$ cat src/rtl/daq_event_framer.sv
// rtl/daq_event_framer.sv - DAQ event framer: checks HDR1/HDR2/payload/TRL1/TRL2 framing into a FIFO
//
// Optional build macro: DAQ_EVENT_FRAMER_WCNT_EN appends a {4'hF, count[11:0]}
// word after TRL2 on the next sync cycle. Without it, events end at TRL2.
//
// Ports:
//   clk, reset_n         clock (rising edge), asynchronous active-low reset
//   sync, din_write, din input word strobe (qualified by sync) and 16-bit word
//   dout, dout_valid     FIFO head word and FIFO-not-empty
//   dout_ready           consumer accepts dout (read is independent of sync)
//   fifo_level           current FIFO occupancy (0 .. 2^DEPTH_LOG2)
//   ev_done              one-clk pulse after the last word of an event is written
//   err_frame, err_ovfl  sticky framing / overflow flags
//   err_clear            synchronous clear of both sticky flags (wins over a set)

module daq_event_framer #(
    parameter int DEPTH_LOG2 = 4
) (
    input  logic                  clk,
    input  logic                  reset_n,
    input  logic                  sync,
    input  logic                  din_write,
    input  logic [15:0]           din,
    output logic [15:0]           dout,
    output logic                  dout_valid,
    input  logic                  dout_ready,
    output logic [DEPTH_LOG2:0]   fifo_level,
    output logic                  ev_done,
    output logic                  err_frame,
    output logic                  err_ovfl,
    input  logic                  err_clear
);

    localparam int DEPTH = 1 << DEPTH_LOG2;

    typedef enum logic [2:0] {
        S_IDLE,
        S_HDR2,
        S_PAYLOAD,
        S_TRL2,
        S_WCNT
    } state_t;

    state_t state, state_nxt;

    logic [11:0] count, count_nxt, count_inc;
    logic        accept;
    logic        is_hdr1, is_hdr2, is_trl1, is_trl2, is_data;
    logic        wr_req, frame_set, done_set;
    logic [15:0] wr_data;

    logic [15:0]           mem [DEPTH];
    logic [DEPTH_LOG2-1:0] wr_ptr, rd_ptr;
    logic                  full, rd_en, wr_en, ovfl_set;

    assign accept    = sync && din_write;
    assign is_hdr1   = (din[15:8] == 8'hA0);
    assign is_hdr2   = (din[15:8] == 8'h80);
    assign is_trl1   = (din[15:8] == 8'hE0);
    assign is_trl2   = (din[15:8] == 8'hC0);
    assign is_data   = !(is_hdr1 || is_hdr2 || is_trl1 || is_trl2);
    assign count_inc = (count == 12'hFFF) ? count : count + 12'd1;

    // State register
    always_ff @(posedge clk or negedge reset_n) begin
        if (!reset_n) state <= S_IDLE;
        else          state <= state_nxt;
    end

    // Next-state logic; an overflow drop does not affect state progression
    always_comb begin
        state_nxt = state;
        case (state)
            S_IDLE:    if (accept && is_hdr1) state_nxt = S_HDR2;
            S_HDR2:    if (accept) state_nxt = is_hdr2 ? S_PAYLOAD : S_IDLE;
            S_PAYLOAD: begin
                if (accept && is_trl1)      state_nxt = S_TRL2;
                else if (accept && is_hdr1) state_nxt = S_HDR2;
            end
            S_TRL2: begin
                if (accept) begin
`ifdef DAQ_EVENT_FRAMER_WCNT_EN
                    state_nxt = is_trl2 ? S_WCNT : S_IDLE;
`else
                    state_nxt = S_IDLE;
`endif
                end
            end
`ifdef DAQ_EVENT_FRAMER_WCNT_EN
            S_WCNT:    if (sync) state_nxt = S_IDLE;
`endif
            default:   state_nxt = S_IDLE;
        endcase
    end

    // Output logic: FIFO write request, count update, error/done strobes
    always_comb begin
        wr_req    = 1'b0;
        wr_data   = din;
        frame_set = 1'b0;
        done_set  = 1'b0;
        count_nxt = count;
        case (state)
            S_IDLE: begin
                if (accept && is_hdr1) begin
                    wr_req    = 1'b1;
                    count_nxt = 12'd1;
                end else if (accept) begin
                    frame_set = 1'b1;
                end
            end
            S_HDR2: begin
                if (accept && is_hdr2) begin
                    wr_req    = 1'b1;
                    count_nxt = count_inc;
                end else if (accept) begin
                    frame_set = 1'b1;
                end
            end
            S_PAYLOAD: begin
                if (accept && (is_data || is_trl1)) begin
                    wr_req    = 1'b1;
                    count_nxt = count_inc;
                end else if (accept && is_hdr1) begin
                    // Resync: the new header starts a fresh event
                    wr_req    = 1'b1;
                    frame_set = 1'b1;
                    count_nxt = 12'd1;
                end else if (accept) begin
                    // Stray HDR2/TRL2 inside a payload is dropped, event continues
                    frame_set = 1'b1;
                end
            end
            S_TRL2: begin
                if (accept && is_trl2) begin
                    wr_req    = 1'b1;
                    count_nxt = count_inc;
`ifndef DAQ_EVENT_FRAMER_WCNT_EN
                    done_set  = 1'b1;
`endif
                end else if (accept) begin
                    frame_set = 1'b1;
                end
            end
`ifdef DAQ_EVENT_FRAMER_WCNT_EN
            S_WCNT: begin
                if (sync) begin
                    wr_req    = 1'b1;
                    wr_data   = {4'hF, count};
                    done_set  = 1'b1;
                    frame_set = din_write;
                end
            end
`endif
            default: ;
        endcase
    end

    always_ff @(posedge clk or negedge reset_n) begin
        if (!reset_n) count <= 12'd0;
        else          count <= count_nxt;
    end

    // FIFO: a full FIFO still accepts a write when the head is read the same clk
    assign dout_valid = (fifo_level != '0);
    assign full       = (fifo_level == (DEPTH_LOG2+1)'(DEPTH));
    assign rd_en      = dout_valid && dout_ready;
    assign wr_en      = wr_req && (!full || rd_en);
    assign ovfl_set   = wr_req && full && !rd_en;
    assign dout       = dout_valid ? mem[rd_ptr] : 16'h0000;

    always_ff @(posedge clk) begin
        if (wr_en) mem[wr_ptr] <= wr_data;
    end

    always_ff @(posedge clk or negedge reset_n) begin
        if (!reset_n) begin
            wr_ptr     <= '0;
            rd_ptr     <= '0;
            fifo_level <= '0;
        end else begin
            if (wr_en) wr_ptr <= wr_ptr + 1'b1;
            if (rd_en) rd_ptr <= rd_ptr + 1'b1;
            if (wr_en && !rd_en)      fifo_level <= fifo_level + 1'b1;
            else if (!wr_en && rd_en) fifo_level <= fifo_level - 1'b1;
        end
    end

    always_ff @(posedge clk or negedge reset_n) begin
        if (!reset_n) begin
            ev_done   <= 1'b0;
            err_frame <= 1'b0;
            err_ovfl  <= 1'b0;
        end else begin
            ev_done   <= done_set;
            err_frame <= err_clear ? 1'b0 : (err_frame | frame_set);
            err_ovfl  <= err_clear ? 1'b0 : (err_ovfl | ovfl_set);
        end
    end

endmodule

$ cat config.mk
export PLATFORM = sky130hd
export DESIGN_NAME = daq_event_framer
export DESIGN_NICKNAME = d
export VERILOG_FILES = /design/src/rtl/daq_event_framer.sv
export SDC_FILE = /design/constraint.sdc
export NUM_CORES = 1
export LEC_CHECK = 0
export CAP_MARGIN = 0
export CELL_PAD_IN_SITES_DETAIL_PLACEMENT = 1
export CELL_PAD_IN_SITES_GLOBAL_PLACEMENT = 2
export CORE_MARGIN = 2
export CORE_UTILIZATION = 25
export DETAILED_ROUTE_END_ITERATION = 7
export HOLD_SLACK_MARGIN = 0.12
export PLACE_DENSITY_LB_ADDON = 0.1
export SKIP_LAST_GASP = 1
export SYNTH_ARGS = -nofsm -noshare
export SYNTH_HDL_FRONTEND = slang
export SYNTH_SLANG_ARGS = --single-unit
$ cat constraint.sdc
create_clock -name clk -period 2.6 [get_ports clk]
set_input_delay 0.52 -clock clk [delete_from_list [all_inputs] [get_ports clk]]
set_output_delay 0.52 -clock clk [all_outputs]
set_load 0.005 [all_outputs]
# Word level (Yosys, flattened, before mapping)
# Memories as Yosys holds them, arrays and structs flattened.
# Cells that the tools add are included.
dict set report word_totals {
  reg_bits 19
  mem_bits_rw 256
  in_bits 22
  out_inout_bits 25
  wordCells 75
  n_memories 1
}
dict set report classes {
  addsub 4
  n_eq_ne 10
  muxes 26
  bitwise_logic 2
  reduce_logical 25
}
# name depth word_bits read_ports rd_ports_with_merged_regs write_ports line_no
set memory_table {}
lappend memory_table {mem 16 16 1 0 1 52} ;# logic [15:0] mem [DEPTH];
# op n
set ops {}
lappend ops {{8-bit equality test (second input constant)} 4}
lappend ops {{16-bit two-way mux} 1}
lappend ops {{1-bit two-way mux} 15}
lappend ops {{1-bit logical AND} 12}
lappend ops {{3-bit two-way mux} 4}
lappend ops {{3-bit one-hot mux with 4 select lines} 1}
lappend ops {{5-bit two-way mux} 2}
lappend ops {{4-bit by 1-bit adder with 4-bit output (second input constant)} 2}
lappend ops {{1-bit one-hot mux with 4 select lines} 2}
lappend ops {{3-bit by 2-bit equality test with 1-bit output (second input constant)} 2}
lappend ops {{5-bit by 1-bit adder with 5-bit output (second input constant)} 1}
lappend ops {{5-bit equality test (second input constant)} 1}
lappend ops {{1-bit logical OR} 5}
lappend ops {{5-bit nonzero test} 1}
lappend ops {{5-bit by 1-bit subtractor with 5-bit output (second input constant)} 1}
lappend ops {{1-bit zero test} 4}
lappend ops {{2-bit != test (second input constant)} 2}
lappend ops {{3-bit by 1-bit equality test with 1-bit output (second input constant)} 1}
lappend ops {{3-bit zero test} 1}
lappend ops {{2-bit two-way mux} 1}
lappend ops {{1-bit OR} 2}
lappend ops {{2-bit AND reduction} 1}
lappend ops {{2-bit nonzero test} 1}

# Depth between registers and ports, before layout
# Gate-level depths: netlist of the first run.
dict set report depth {
  depth_word 14
  depth_mapped 14
  ltp_nobuf 12
}

# Least setup slack after synthesis of the first run
# No wires, ideal clock.
dict set report synth_path {
  path_kind {input to register}
  start {in din[9]}
  end {mem mem[11][0] (enable)}
  setup_time_ps 409
  arrival_time_ps 3167
  t_required_ps 2191
  slack_ps -976
  stages 6
  n_path_buf 1
  path_cell_list {or4_1 -> buf_2 -> or4_4 -> o22ai_2 -> nand3_1 -> nor3_1}
}
dict set report synth_between {
  elab_chain_len 12
  word_cells_on_any_way 21
  classes_between {eq/ne: 4; mux: 7; reduce/logical: 10}
}
# element line_no
set synth_rtl {}
lappend synth_rtl {{from (decl)} 23} ;# input logic [15:0] din,
lappend synth_rtl {{8-bit equality test, on equally long branches} {57, 58}}
lappend synth_rtl {{1-bit logical OR (3 in series)} 61} ;# assign is_data = !(is_hdr1 || is_hdr2 || is_trl1 || is_trl2);
lappend synth_rtl {{1-bit zero test} 61}
lappend synth_rtl {{1-bit logical OR} 121} ;# if (accept && (is_data || is_trl1)) begin
lappend synth_rtl {{1-bit logical AND} 121}
lappend synth_rtl {{1-bit two-way mux} 121}
lappend synth_rtl {{1-bit one-hot mux with 4 select lines (*)} 103} ;# case (state)
lappend synth_rtl {{1-bit logical AND (*)} 168} ;# assign wr_en = wr_req && (!full || rd_en);
lappend synth_rtl {{1-bit two-way mux (*)} 173} ;# if (wr_en) mem[wr_ptr] <= wr_data;
lappend synth_rtl {{1-bit two-way mux (implied by the code) (*)} 173}
lappend synth_rtl {{to (decl)} 52}
# Every way passes the cells marked *; elsewhere a longest branch is shown, timed or not.

# Final worst setup path of the first run
dict set report layout_path {
  start {reg rd_ptr[0]}
  end {out dout[12]}
}
dict set report layout_between {
  elab_chain_len 2
}
# element line_no
set layout_rtl {}
lappend layout_rtl {{from (decl)} 53} ;# logic [DEPTH_LOG2-1:0] wr_ptr, rd_ptr;
lappend layout_rtl {{from (signal assigned)} 183} ;# if (rd_en) rd_ptr <= rd_ptr + 1'b1;
lappend layout_rtl {{memory read 16 x 16 bit} --}
lappend layout_rtl {{16-bit two-way mux} 170} ;# assign dout = dout_valid ? mem[rd_ptr] : 16'h0000;
lappend layout_rtl {{to (decl)} 24} ;# output logic [15:0] dout,
# No other way between the ends.

==> results of run 1 <==
-- logic make-up after synthesis --
family	after synthesis	synth area share, %
multiplexers	99	16.4
AO/OA/AOI/OAI	36	2.15
adder cells (fa/ha/maj)	11	1.33
other	1	0.0343
flip-flops	275	74.6
XOR/XNOR	10	0.800
buffers and inverters	37	1.39
AND/OR/NAND/NOR	64	3.34
-- state kept, by name, summed over array words and instances, names as in the netlist --
signal and cells:
err_ovfl 1, rd_ptr 4, state 3, mem 256, fifo_level 5, wr_ptr 4, ev_done 1, err_frame 1
-- stage by stage --
step	cells	setup slack, ps
floorplan	533	-544
global placement	1227	-1060
detailed placement	1227	-1100
CTS	1308	-381
global route	1306	-409
finish	1306	-354
-- what timing repair did --
action,4_1_cts,5_1_grt
pin swaps,17,10
gates cloned,5,0
hold buffers,0,0
setup endpoints to repair,277,18
setup buffers,19,1
gates resized for setup,123,20
-- metal layers --
metal | vias to the layer above | GRT usage [%] | share of wire, %
met5 | - | 0 | 0
met4 | 0 | 3.86 | 2.0
met3 | 43 | 2.87 | 3.9
met2 | 119 | 23.6 | 47
met1 | 3123 | 20.1 | 47
li1 | 2528 | - | -
-- cells in the final DEF (no fill, tap or decap), drive strengths merged, types with 6 or more instances in the layout --
| cell type | count |
|---|---|
| nor2 | 9 |
| clkdlybuf4s50 | 25 |
| nand2 | 9 |
| ha | 10 |
| edfxtp | 256 |
| mux4 | 64 |
| and3 | 14 |
| clkinv | 12 |
| nand2b | 6 |
| buf | 128 |
| nand3 | 7 |
| clkbuf | 45 |
| mux2i | 34 |
| xnor2 | 7 |
| inv | 10 |
| o22ai | 17 |
| dfrtp | 19 |
-- final timing paths --
path	from	slack [ps]	cells after the start	end
worst max-delay path	rd_ptr[0]	-350	7	dout[12]
max in group asynchronous	reset_n	1700	2	rd_ptr[2]
worst max register to register	state[2]	140	11	fifo_level[4]
worst min register to register	err_frame	500	1	err_frame
worst min-delay path	reset_n	370	1	wr_ptr[3]
min in group clk	din[10]	480	2	mem[0][10]
-- power breakdown --
group	total (mW)	switching, mW	internal (mW)
registers	5.07	0.140	4.93
clock network	4.39	1.82	2.57
logic	5.34	2.42	2.92
-- final cells by class --
| cell class | instances | area, um^2 | area share [%] |
|---|---|---|---|
| clock buffers | 45 | 913 | 6.20 |
| well taps | 585 | 732 | 4.97 |
| repair buffers | 155 | 1850 | 12.6 |
| multi-input cells | 221 | 2910 | 19.8 |
| clock inverters | 16 | 108 | 0.731 |
| inverters | 9 | 38.8 | 0.263 |
| flip-flops and latches | 275 | 8170 | 55.5 |
==> impl_metrics.yaml, run 1 <==
sta:
  fin_crit_ps: 2950
  max_freq_mhz: 338
  finClkSkew_ps: 25.7
  worst_pin_slew_ps: 577
  layout_setup_ws_ps: -354
  maxSlewHeadroom_pct: 61.4
  hold_ws_ps: 370
  rsz0062_at_grt: "yes"
  fin_tns_setup_ps: -4030
  finalCritPeriodShare_pct: 114
  finalHoldViolations: 0
  final_max_slew_viol_count: 0
  setup_viol: 17
route:
  drtIter0Drc: 389
  drt_first_pass_iters: 4
  via_count: 5813
  routed_via_density: 4.45
  drc: 0
  routed_wl_mm: 31.8
  detail-route-antenna-nets: 0
  wl_per_cell_um: 24.4
setup_path:
  crit_arrival_ps: 2430
  crit_top_cell: "buf_12"
  critPathMaxFanout: 7
  path_cells: "buf_12 > buf_16 > buf_12 > mux4_2 > mux2i_2 > o22ai_2 > buf_2"
  crit_path_start_kind: "register"
  path_delay_family: "multiplexers"
  crit_path_end_kind: "primary output"
  crit_type: "register to primary output"
  cpMaxStageDelayCell: "dfrtp_4"
  cp.required_ps: 2080
  path_buf_inv: 4
  max_stage_delay_ps: 560
yosys:
  synthArstFlopShare_pct: 6.91
  yosys_warnings: 0
  synthDistinctLibCells: 44
  syn-num-nets: 566
  synth_cells: 533
  yosys.area.top_type: "edfxtp_1"
  yosysMostFrequentCell: "edfxtp_1"
  synth_top_area_share_pct: 70.2
  ys_top_cells_by_area: "edfxtp_1 (70%), mux4_2 (13%), dfrtp_1 (4.3%)"
  netlist_area_um2: 10900
  synth-seq-cells: 275
  ys_seq_area_share_pct: 74.6
  synth-edff-count: 256
  avgSynthCellArea_um2: 20.5
  synth_commonest_cells: "edfxtp_1 (256), mux4_2 (64), mux2i_1 (34)"
  synthFlopType: "edfxtp_1"
finish:
  stdcell_area_um2: 14700
  final_util_pct: 34.1
  fill_cells: 4326
  drive_gt1_share_pct: 41.7
  areaGrowthSynthToFinish_pct: 34.5
  fin_nets: 730
  diodes: 0
die:
  dieHeight_um: 213
  ios: 47
  die_width_um: 213
  die_area_um2: 45500
  start_util_pct: 25.4
  num_rows: 76
  fp.coreArea_um2: 43200
power_and_ir_drop:
  total_power_mw: 14.8
  peakVddDrop_uv: 393
  leakage_nw: 4.94
  power.density_nw_per_um2: 1010
placed_design:
  place.gp.congestion: 0.772
  portBuffers: 46
  dp.final_hpwl_mm: 19.0
  placed_cell_area_um2: 13200
clocking:
  cts-root-buf: "clkbuf_16"
  cts_tree: "done"
  clock_path_buffers: 3
  cts.sinks: 275
  clk_latency_ps: 520
  numCtsBuffers: 35
  clkSlewWorstSetupHoldPaths_ps: 60
  htree_levels: 2
global_routing:
  grt_start_max_net_pins: 25
  grt_usage_pct: 14.6
  grt_pass1_wl_mm: 46.3
  grt_antenna_before_repair: 1
  grt_pass1_vias: 6566
  grt-ovfl-total: 0
worst_hold_path:
  worstHoldPathType: "input pin to async pin"
run:
  max_cap_violations: 0
run_status:
  status: "finished with violations"
  violations: "negative setup slack"
(Power assumes the default switching activity.)
==> inputs of run 2 (changes only) <==
ABC_AREA = 1   (was unset)
==> impl_metrics.yaml, run 2 <==
setup_path:
  crit_path_end_kind: "primary output"
  cpMaxStageDelayCell: "dfrtp_4"
  critPathMaxFanout: 5
  max_stage_delay_ps: 560
  path_delay_family: "buffers and inverters"
  crit_top_cell: "buf_12"
  crit_path_start_kind: "register"
  cp.required_ps: 2080
  path_buf_inv: 6
  crit_type: "register to primary output"
  path_cells: "buf_12 > buf_12 > buf_8 > clkbuf_16 > buf_12 > o21ai_2 > o221ai_1 > nand3_1 > a21oi_2 > buf_2"
  crit_arrival_ps: 2310
die:
  die_area_um2: 47200
  num_rows: 78
  start_util_pct: 25.2
  ios: 47
  die_width_um: 217
  dieHeight_um: 217
  fp.coreArea_um2: 45100
yosys:
  netlist_area_um2: 11400
  ys_top_cells_by_area: "edfxtp_1 (68%), nor2_1 (5.9%), dfrtp_1 (4.2%)"
  synthDistinctLibCells: 42
  synth-simple-area-share_pct: 10.7
  synth-edff-count: 256
  ys_seq_area_share_pct: 71.8
  synthFlopType: "edfxtp_1"
  synth_adder_area_share_pct: 1.28
  syn-num-nets: 908
  synth_commonest_cells: "edfxtp_1 (256), nor2_1 (180), o21ai_0 (93)"
  synth_top_area_share_pct: 67.6
  synthArstFlopShare_pct: 6.91
  avgSynthCellArea_um2: 13.0
  yosysMostFrequentCell: "edfxtp_1"
  synth_mux_area_share_pct: 0
  synth-seq-cells: 275
  yosys_warnings: 0
  synth-xor-area-share_pct: 0.539
  synth_top_family_by_area: "compound AO/OA/AOI/OAI gates"
  synth_cells: 875
  yosys.area.top_type: "edfxtp_1"
  synth_compound_area_share_pct: 12.0
clocking:
  clock_path_buffers: 3
  cts_tree: "done"
  numCtsBuffers: 35
  clkSlewWorstSetupHoldPaths_ps: 60
  clk_latency_ps: 540
  cts.sinks: 275
  cts-root-buf: "clkbuf_16"
  htree_levels: 2
finish:
  areaGrowthSynthToFinish_pct: 39.4
  final_cell_mix: "edfxtp_1 (256), nor2_1 (148), buf_4 (97)"
  drive_gt1_share_pct: 33.2
  top_register: "mem"
  fin_nets: 1110
  final_common_cell: "edfxtp_1"
  reg_top3: "mem (256), fifo_level (5)"
  fill_cells: 4768
  largest_reg_flops: 256
worst_hold_path:
  worstHoldPathType: "input pin to async pin"
sta:
  hold_ws_ps: 342
  worst_pin_slew_ps: 616
  rsz0062_at_grt: "yes"
  finalCritPeriodShare_pct: 109
  max_freq_mhz: 353
  maxSlewHeadroom_pct: 58.8
  fin_tns_setup_ps: -2430
  finalHoldViolations: 0
  finClkSkew_ps: 20.7
  fin_crit_ps: 2830
  final_max_slew_viol_count: 0
  setup_viol: 16
  layout_setup_ws_ps: -231
route:
  routed_via_density: 4.63
  via_count: 7875
  drtIter0Drc: 436
  wl_per_cell_um: 22.9
  routed_wl_mm: 39.0
  drt_first_pass_iters: 4
  drc: 0
  detail-route-antenna-nets: 0
run_status:
  status: "finished with violations"
  violations: "negative setup slack"
run:
  max_cap_violations: 0
power_and_ir_drop:
  power.density_nw_per_um2: 1040
  total_power_mw: 16.5
  peakVddDrop_uv: 466
  leakage_nw: 5.47
placed_design:
  portBuffers: 46
  dp.final_hpwl_mm: 23.0
  place.gp.congestion: 0.713
global_routing:
  grt_antenna_before_repair: 1
  grt_pass1_wl_mm: 57.3
  grt-ovfl-total: 0
  grt_start_max_net_pins: 28
  grt_pass1_vias: 8395
  grt_usage_pct: 16.7
run 2: worst reg2reg max path: cells and delay by family, from the launching register on:
family | cells | cell delay (ps)
compound gates | 1 | 130
fa+ha+maj | 2 | 430
flops | 1 | 390
simple gates | 9 | 1350
buf+inv | 2 | 120
run 2: path summary, 6_finish.rpt:
| kind | start | end | slack (ps) | cells past startpoint |
|---|---|---|---|---|
| hold reg to reg | err_frame | err_frame | 530 | 2 |
| min in group clk | err_frame | err_frame | 530 | 2 |
| max in group asynchronous | reset_n | rd_ptr[0] | 1980 | 2 |
| setup reg to reg | state[2] | fifo_level[3] | 130 | 14 |
| hold / removal | reset_n | err_ovfl | 340 | 2 |
| setup / recovery | rd_ptr[0] | dout[6] | -230 | 10 |
run 2: logic make-up (layout without fill, tap and decap cells):
group	count (synthesis)	in the layout
AND/OR/NAND/NOR	271	271
flip-flops	275	275
XOR/XNOR	7	7
other	1	2
AO/OA/AOI/OAI	229	229
adder cells (fa/ha/maj)	11	11
buffers and inverters	81	307
run 2: cell type report:
cell class                      instances  area [um^2]  share of cell area (%)
Timing Repair inverter                  1         8.76                  0.0553
Inverter                               28          136                   0.861
Antenna cell                            1         2.50                  0.0158
Tap cell                              600          751                    4.74
Clock buffer                           40          895                    5.65
Timing Repair Buffer                  217         2490                    15.7
Sequential cell                       275         8170                    51.6
Multi-Input combinational cell        519         3230                    20.4
Clock inverter                         21          161                    1.02
run 2: through the flow:
step / std cells / setup slack (ps) / util (%) / instance area, um^2
final: 1702 / -231 / 35.1 / 15800
after global routing: 1702 / -306 / 35.1 / 15800
after CTS: 1699 / -287 / 34.8 / 15700
after detailed placement: 1591 / -760 / 30.2 / 13600
after global placement: 1591 / -724 / 30.2 / 13600
after floorplan: 875 / 19.9 / - / 11400
run 2: timing repair:
item | in CTS | in global routing
hold buffers | 0 | 0
pin swaps | 79 | 64
gates cloned | 11 | 4
gates resized for setup | 201 | 60
setup endpoints to repair | 19 | 20
setup buffers | 39 | 6
run 2: layer usage:
metal,vias to the layer above,global-route usage [%],wire length [um]
met2,124,29.0,19400
met1,4047,21.6,17600
li1,3662,-,-
met3,42,2.54,1190
met5,-,0,0
met4,0,4.41,779
run 2: power by group:
part	internal [mW]	switching (mW)	total (mW)
registers	4.92	0.0914	5.01
clock network	2.67	1.93	4.60
logic	3.28	3.59	6.87
total	10.9	5.61	16.5
==> inputs of run 3 (changes only) <==
CELL_PAD_IN_SITES_DETAIL_PLACEMENT = unset   (was 1)
CELL_PAD_IN_SITES_GLOBAL_PLACEMENT = unset   (was 2)
PLACE_DENSITY = 0.46   (was unset)
PLACE_DENSITY_LB_ADDON = unset   (was 0.1)
==> impl_metrics.yaml, run 3 (synthesis gave the netlist of run 2 again) <==
run_status:
  status: "finished with violations"
  violations: "negative setup slack"
route:
  drt_first_pass_iters: 5
  detail-route-antenna-nets: 0
  drc: 0
  drtIter0Drc: 574
  via_count: 7802
  routed_wl_mm: 34.2
  routed_via_density: 4.61
  wl_per_cell_um: 20.2
die:
  num_rows: 78
  start_util_pct: 25.2
  fp.coreArea_um2: 45100
  ios: 47
  die_width_um: 217
  dieHeight_um: 217
  die_area_um2: 47200
power_and_ir_drop:
  pwr-share-comb_pct: 39.7
  clockPowerShare_pct: 28.8
  p_switching_mw: 5.28
  peakVddDrop_uv: 379
  intPower_mw: 10.6
  power.density_nw_per_um2: 1030
  leakage_nw: 5.39
  switching_share_pct: 33.2
  seqPwrFrac_pct: 31.5
  total_power_mw: 15.9
sta:
  finalCritPeriodShare_pct: 109
  final_max_slew_viol_count: 0
  finClkSkew_ps: 22.9
  fin_crit_ps: 2820
  setup_viol: 16
  finalHoldViolations: 0
  worst_pin_slew_ps: 757
  maxSlewHeadroom_pct: 49.4
  layout_setup_ws_ps: -223
  max_freq_mhz: 354
  fin_tns_setup_ps: -2510
  rsz0062_at_grt: "yes"
clocking:
  clock_path_buffers: 3
  clkSlewWorstSetupHoldPaths_ps: 60
  numCtsBuffers: 34
  cts.sinks: 275
  cts_hold_buf: 0
  cts-root-buf: "clkbuf_16"
  clk_latency_ps: 540
  htree_levels: 2
  cts_tree: "done"
placed_design:
  place.gp.congestion: 0.768
  placedCellCount: 1590
  portBuffers: 46
  dp.final_hpwl_mm: 20.5
  placed_cell_area_um2: 13500
global_routing:
  grt_pass1_vias: 7752
  grt-ovfl-total: 0
  grt_antenna_before_repair: 2
  grt_usage_pct: 14.5
  grt_pass1_wl_mm: 50.7
  grt_start_max_net_pins: 30
finish:
  diodes: 0
  areaGrowthSynthToFinish_pct: 36.3
  instances_no_fill: 1692
  final_cell_mix: "edfxtp_1 (256), nor2_1 (156), buf_4 (113)"
  drive_gt1_share_pct: 30.3
  stdcell_area_um2: 15500
  fill_cells: 4464
  top_register: "mem"
  final-seq-area_um2: 8170
  final_common_cell: "edfxtp_1"
  reg_top3: "mem (256), fifo_level (5)"
  largest_reg_flops: 256
  fin_nets: 1103
  multi_input_area_um2: 3120
setup_path:
  path_delay_family: "buffers and inverters"
  critPathMaxFanout: 7
  crit_path_end_kind: "primary output"
  crit_type: "register to primary output"
  crit_arrival_ps: 2300
  max_stage_delay_ps: 540
  crit_path_start_kind: "register"
  path_cells: "inv_8 > buf_6 > buf_12 > buf_4 > nor2_1 > o221ai_1 > nand3_1 > a21oi_1 > buf_4 > buf_6"
  path_buf_inv: 6
  cp.required_ps: 2080
  cpMaxStageDelayCell: "dfrtp_4"
run:
  max_cap_violations: 0
worst_hold_path:
  worstHoldPathType: "input pin to async pin"
run 3: worst register-to-register path: cells and delay by family (launching register included):
family                     cells  cell delay, ps
and+or+nand+nor                9            1300
DFF                            1             380
AOI/OAI and AO/OA              1             160
adders and majority gates      2             430
buffers and inverters          2             110
run 3: power groups by stage:
stage                     Clock [mW]  Combinational (mW)  Sequential (mW)
final                           4.58                6.32             5.00
after floorplan                    0                2.60             5.07
after global routing            4.84                6.80             5.01
after CTS                       4.67                6.09             5.00
after global placement             0                5.10             5.08
after detailed placement           0                5.09             5.08
run 3: repair_timing:
action | 4_1_cts | 5_1_grt
buffers inserted | 32 | 5
gates cloned | 9 | 3
setup endpoints to repair | 18 | 19
pin swaps | 66 | 67
gates resized for setup | 161 | 69
run 3: final timing paths:
kind | from | end | slack, ps | cells past startpoint
worst max-delay path | rd_ptr[0] | dout[7] | -220 | 10
worst min-delay path | reset_n | fifo_level[3] | 430 | 1
worst max register to register | state[2] | fifo_level[3] | 150 | 14
worst min register to register | err_frame | err_frame | 500 | 2
max in group asynchronous | reset_n | err_frame | 1600 | 2
min in group clk | din[13] | mem[15][13] | 500 | 2
run 3: layout make-up:
cell class	instances	share of cell area (%)
clock buffer	41	5.87
clock inverter	17	1.05
inverter	28	0.864
multi-input combinational	519	20.1
sequential	275	52.7
tap	600	4.85
timing repair buffer	212	14.5
run 3: per-layer routing:
metal | global-route usage, % | wire (um)
met4 | 4.27 | 643
met5 | 0 | 27
met2 | 23.2 | 16100
met1 | 19.4 | 15700
met3 | 3.41 | 1740
run 3: per-stage QoR:
step | hold slack (ps) | util (%) | worst slack (ps)
2_1_floorplan | 224 | - | 19.9
3_5_place_dp | 502 | 30.0 | -704
3_3_place_gp | 499 | 30.0 | -698
6_report | 431 | 34.3 | -223
5_1_grt | 489 | 34.3 | -291
4_1_cts | 448 | 33.9 | -260
